`src/rtl/expr_emitter_pkg.sv`:
```
// expr_emitter_pkg: ASCII codes, FSM and operator encodings shared by the emitter
package expr_emitter_pkg;

    localparam logic [7:0] CH_ZERO = 8'h30;
    localparam logic [7:0] CH_PLUS = 8'h2B;
    localparam logic [7:0] CH_MUL  = 8'h2A;
    localparam logic [3:0] BCD_MAX = 4'd9;

    localparam logic OP_ADD = 1'b0;
    localparam logic OP_MUL = 1'b1;

    typedef enum logic [1:0] {
        IDLE  = 2'd0,
        DIGIT = 2'd1,
        OP    = 2'd2,
        FIN   = 2'd3
    } state_t;

    function automatic logic [7:0] digit_char(input logic [3:0] d);
        return CH_ZERO + {4'h0, d};
    endfunction

    function automatic logic [7:0] op_char(input logic o);
        return (o == OP_MUL) ? CH_MUL : CH_PLUS;
    endfunction

endpackage

```
`src/rtl/expr_emitter_validate.sv`:
```
// expr_validate: combinational legality check of an operand count and its BCD terms
module expr_validate
    import expr_emitter_pkg::*;
#(
    parameter int MAX_TERMS = 8
) (
    input  logic [$clog2(MAX_TERMS+1)-1:0] len,
    input  logic [4*MAX_TERMS-1:0]         digits,
    output logic                           ok
);

    logic bad_digit;

    // flag any in-use term whose nibble is not a decimal digit; terms past len are don't-care
    always_comb begin
        bad_digit = 1'b0;
        for (int i = 0; i < MAX_TERMS; i++)
            if (i < int'(len) && digits[4*i +: 4] > BCD_MAX) bad_digit = 1'b1;
    end

    assign ok = (int'(len) != 0) && (int'(len) <= MAX_TERMS) && !bad_digit;

endmodule

```
`src/rtl/expr_emitter.sv`:
```
// expr_emitter: serialises a latched digit/operator list into an ASCII byte stream
module expr_emitter
    import expr_emitter_pkg::*;
#(
    parameter int MAX_TERMS = 8
) (
    input  logic                           clk,
    input  logic                           clr_n,
    input  logic                           start,
    input  logic [$clog2(MAX_TERMS+1)-1:0] len,
    input  logic [4*MAX_TERMS-1:0]         digits,
    input  logic [MAX_TERMS-2:0]           ops,
    output logic [7:0]                     out_char,
    output logic                           out_valid,
    input  logic                           out_ready,
    output logic                           busy,
    output logic                           done,
    output logic                           err
);

    localparam int LW = $clog2(MAX_TERMS+1);
    localparam int IW = (MAX_TERMS > 1) ? $clog2(MAX_TERMS) : 1;

    state_t                 state;
    logic [IW-1:0]          idx;
    logic [LW-1:0]          len_q;
    logic [4*MAX_TERMS-1:0] dig_q;
    logic [MAX_TERMS-2:0]   ops_q;
    logic                   ok;
    logic                   last;

    expr_validate #(.MAX_TERMS(MAX_TERMS)) u_validate (
        .len    (len),
        .digits (digits),
        .ok     (ok)
    );

    assign last = (idx == IW'(len_q - 1'b1));

    // emitter FSM; FIN also samples start so a request in the done cycle is taken
    always_ff @(posedge clk) begin
        if (!clr_n) begin
            state     <= IDLE;
            idx       <= '0;
            out_char  <= 8'h00;
            out_valid <= 1'b0;
            busy      <= 1'b0;
            done      <= 1'b0;
            err       <= 1'b0;
        end else begin
            done <= 1'b0;
            err  <= 1'b0;
            case (state)
                IDLE, FIN: begin
                    state <= IDLE;
                    busy  <= 1'b0;
                    if (start && ok) begin
                        state     <= DIGIT;
                        busy      <= 1'b1;
                        out_valid <= 1'b1;
                        out_char  <= digit_char(digits[3:0]);
                        idx       <= '0;
                        len_q     <= len;
                        dig_q     <= digits;
                        ops_q     <= ops;
                    end else if (start) begin
                        err <= 1'b1;
                    end
                end
                DIGIT: if (out_ready) begin
                    if (last) begin
                        state     <= FIN;
                        out_valid <= 1'b0;
                        done      <= 1'b1;
                    end else begin
                        state    <= OP;
                        out_char <= op_char(ops_q[idx]);
                    end
                end
                OP: if (out_ready) begin
                    state    <= DIGIT;
                    idx      <= idx + 1'b1;
                    out_char <= digit_char(dig_q[4*(int'(idx)+1) +: 4]);
                end
            endcase
        end
    end

endmodule
```
`config.mk`:
```
export PLATFORM = sky130hd
export DESIGN_NAME = expr_emitter
export DESIGN_NICKNAME = d
export VERILOG_FILES = /design/src/rtl/expr_emitter_pkg.sv /design/src/rtl/expr_emitter_validate.sv /design/src/rtl/expr_emitter.sv
export SDC_FILE = /design/constraint.sdc
export NUM_CORES = 1
export LEC_CHECK = 0
export ABC_AREA = 1
export BUFFER_PORTS_ARGS = -buffer_cell sky130_fd_sc_hd__buf_2
export CAP_MARGIN = 20
export CORE_ASPECT_RATIO = 1.75
export CORE_MARGIN = 2
export CORE_UTILIZATION = 55
export CTS_CLUSTER_SIZE = 20
export DETAILED_ROUTE_END_ITERATION = 10
export PLACE_DENSITY = 0.86
export SETUP_SLACK_MARGIN = 0.2
export SLEW_MARGIN = 20
export SYNTH_ARGS = -nofsm -noshare
export SYNTH_HDL_FRONTEND = slang
export SYNTH_SLANG_ARGS = --single-unit
```
`constraint.sdc`:
```
create_clock -name clk -period 5.51 [get_ports clk]
set_input_delay 1.102 -clock clk [delete_from_list [all_inputs] [get_ports clk]]
set_output_delay 1.102 -clock clk [all_outputs]
set_load 0.01 [all_outputs]
```
==> flow_metrics.tcl <==
set metrics [dict create \
    status "complete, no violations" \
    grt_overflow 0 \
    wl_per_cell_um 13.2 \
    dr_total_vias 2035 \
    combPwrFrac_pct 9.5 \
    start_util_pct 56.4 \
    gp_congestion 0.960 \
    cts_made_buffers 5 \
    cp-end-kind "register" \
    drive_above_1_share_pct 23.5 \
    dieArea_mm2 0.00528 \
    total_power_w 0.000719 \
    grtUsageTotal_pct 20.5 \
    antenna_found_initial 0 \
    clk_latency_ns 0.31 \
    drc_errors 0 \
    seq_area_mm2 0.00144 \
    fmax_ghz 0.395 \
    design_area_mm2 0.00294 \
    h-tree-depth 2 \
    synth_seq_cells 53 \
    post-synth-top-count-cell "nand2_1" \
    post-place-ws_ns 2.66 \
    antenna_cells 0 \
    grt_pass1_wl_mm 8.32 \
    multi_input_area_um2 942 \
    relSlewSlack_pct 54.6 \
    dpl-instance-area_mm2 0.00286 \
    hold_viol_final 0 \
    ant_nets 0 \
    synth.cell_area_mm2 0.00258 \
    first_iter_violations 52 \
    port_buffers 56 \
    power_frac_seq_pct 60.7 \
    avgSynthCellArea_um2 9.07 \
    finalClockSkew_ns 0.0106 \
    cts_sinks 53 \
    cts_resized 0 \
    p_int_w 0.000551 \
    io_pins 59 \
    seq_area_frac_synth_pct 55.8 \
    crit_type "in -> reg" \
    period_minus_slack_ns 2.53 \
    vias_per_cell 5.18 \
    clock_power_share_pct 29.8 \
    clk_pin_slew_ns 0.09 \
    core_mm2 0.00458 \
    grt_pass1_vias 1812 \
    grt_max_degree 39 \
    synth_top_area_cell "edfxtp_1" \
    totalWireLength_mm 5.20 \
    setup_viol 0 \
    ys_warn_count 0 \
    dpl.hpwl_mm 3.94 \
    die_w_um 55.8 \
    grt_setup_unrepaired "no" \
    nets 392 \
    synth-main-ff-cell "edfxtp_1" \
    p_per_area_mw_per_mm2 244 \
    fin_crit_sh_pct 45.9 \
    post_cts_buffers 0 \
    num_rows 33 \
    fin_cells 393 \
    p_leak_nw 1.28 \
    async_flop_share_pct 0 \
    worst_pin_slew_ns 0.680 \
    synth_common_cells "nand2_1, edfxtp_1, nor2_1" \
    hold_buffers 0 \
    nFillCells 400 \
    dr.pass1.iters 4 \
    peakVddDrop_v 0.000223 \
    crit_required_ns 5.46 \
    cts-root-buf "clkbuf_8" \
    dp.cells 385 \
    synthTopCellsByArea "edfxtp_1, dfxtp_1, nand2_1" \
    die_y_um 94.7 \
    synth-edff-count 38 \
    synth_cell_types 31 \
    swShare_pct 23.3 \
    crit_fanout 38 \
    hp-class "reg -> reg" \
    synth_top_area_share_pct 44.2 \
    syn_to_final_growth_pct 13.9 \
    cts_buffer_depth 2 \
    fin_tns_setup_ns 0 \
    critPathLaunchType "input pin" \
    postSynthCellCount 285 \
    cp.arrival_ns 2.48 \
    drv_slew 0 \
    drv_cap 0 \
    cts_tree "done" \
    switching_power_w 0.000168 \
    layout_setup_ws_ns 2.98 \
]
## metal layers
metal | wire length [um] | global-route usage [%] | share of wire (%)
met5 | 0 | 0 | 0
met4 | 119 | 8.53 | 2.3
met3 | 177 | 3.56 | 3.4
met2 | 2920 | 39.2 | 56
met1 | 1980 | 22.0 | 38
## power groups by stage
stage	Combinational, W	Sequential, W	Clock (W)
4_1_cts	0.0000682	0.000437	0.000216
3_3_place_gp	0.0000668	0.000445	0
6_report	0.0000680	0.000436	0.000215
3_5_place_dp	0.0000679	0.000446	0
5_1_grt	0.0000762	0.000437	0.000233
2_1_floorplan	0.0000388	0.000446	0
## kinds of logic (layout without fill, tap and decap cells)
family,after synthesis,in the layout,share of synthesized area (%)
fa+ha+maj,5,5,2.42
other cells,1,2,0.145
simple gates,142,142,24.5
buf+inv,43,98,7.99
flops,53,53,55.8
xor+xnor,3,3,1.02
compound gates,38,38,8.14
## final cells by class
class / instances / area share, %
sequential: 53 / 49.0
multi-input combinational: 190 / 32.0
clock buffer: 7 / 2.59
timing repair buffer: 57 / 9.77
inverter: 33 / 4.21
clock inverter: 1 / 0.255
tap: 52 / 2.21
## state kept, by name, indices dropped and copies added, names as in the netlist
register   cells
state          2
ops_q          7
done           1
out_valid      1
busy           1
idx            3
len_q          3
out_char       6
err            1
dig_q         28
## metrics by stage
step / hold WS (ns) / util (%)
6_report: 0.453 / 64.2
5_1_grt: 0.496 / 64.2
4_1_cts: 0.452 / 64.2
3_5_place_dp: 0.438 / 62.4
3_3_place_gp: 0.434 / 62.4
2_1_floorplan: 0.458 / -
## layout by cell type, fill, tap and decap left out, types with 5 or more instances in the layout
cell,Yosys,final
a21oi_1,12,12
buf_2,4,56
clkbuf_8,1,5
dfxtp_1,15,15
edfxtp_1,38,38
ha_1,5,5
inv_1,30,30
nand2_1,64,64
nand3_1,29,29
nor2_1,34,33
nor2_2,5,6
o211ai_1,5,5
o21ai_0,12,12
o21ai_1,6,6
## worst paths after layout
kind	from	end	slack [ns]	cells after the start
worst max register to register	state[0]$_SDFFE_PN0P_	ops_q[5]$_DFFE_PP_	3.50	5
worst min register to register	out_char[5]$_SDFFE_PN0P_	out_char[5]$_SDFFE_PN0P_	0.45	2
worst min-delay path	out_char[5]$_SDFFE_PN0P_	out_char[5]$_SDFFE_PN0P_	0.45	2
worst max-delay path	len[0]	ops_q[5]$_DFFE_PP_	2.98	9
## critical path, stage by stage
cell,delay (ns)
buf_2,0.12
nor2_2,0.16
nand2_1,0.07
nand2_1,0.06
o21ai_0,0.08
nor2_1,0.18
nand4_2,0.16
nor2_2,0.11
buf_4,0.42
(Power assumes the default switching activity.)
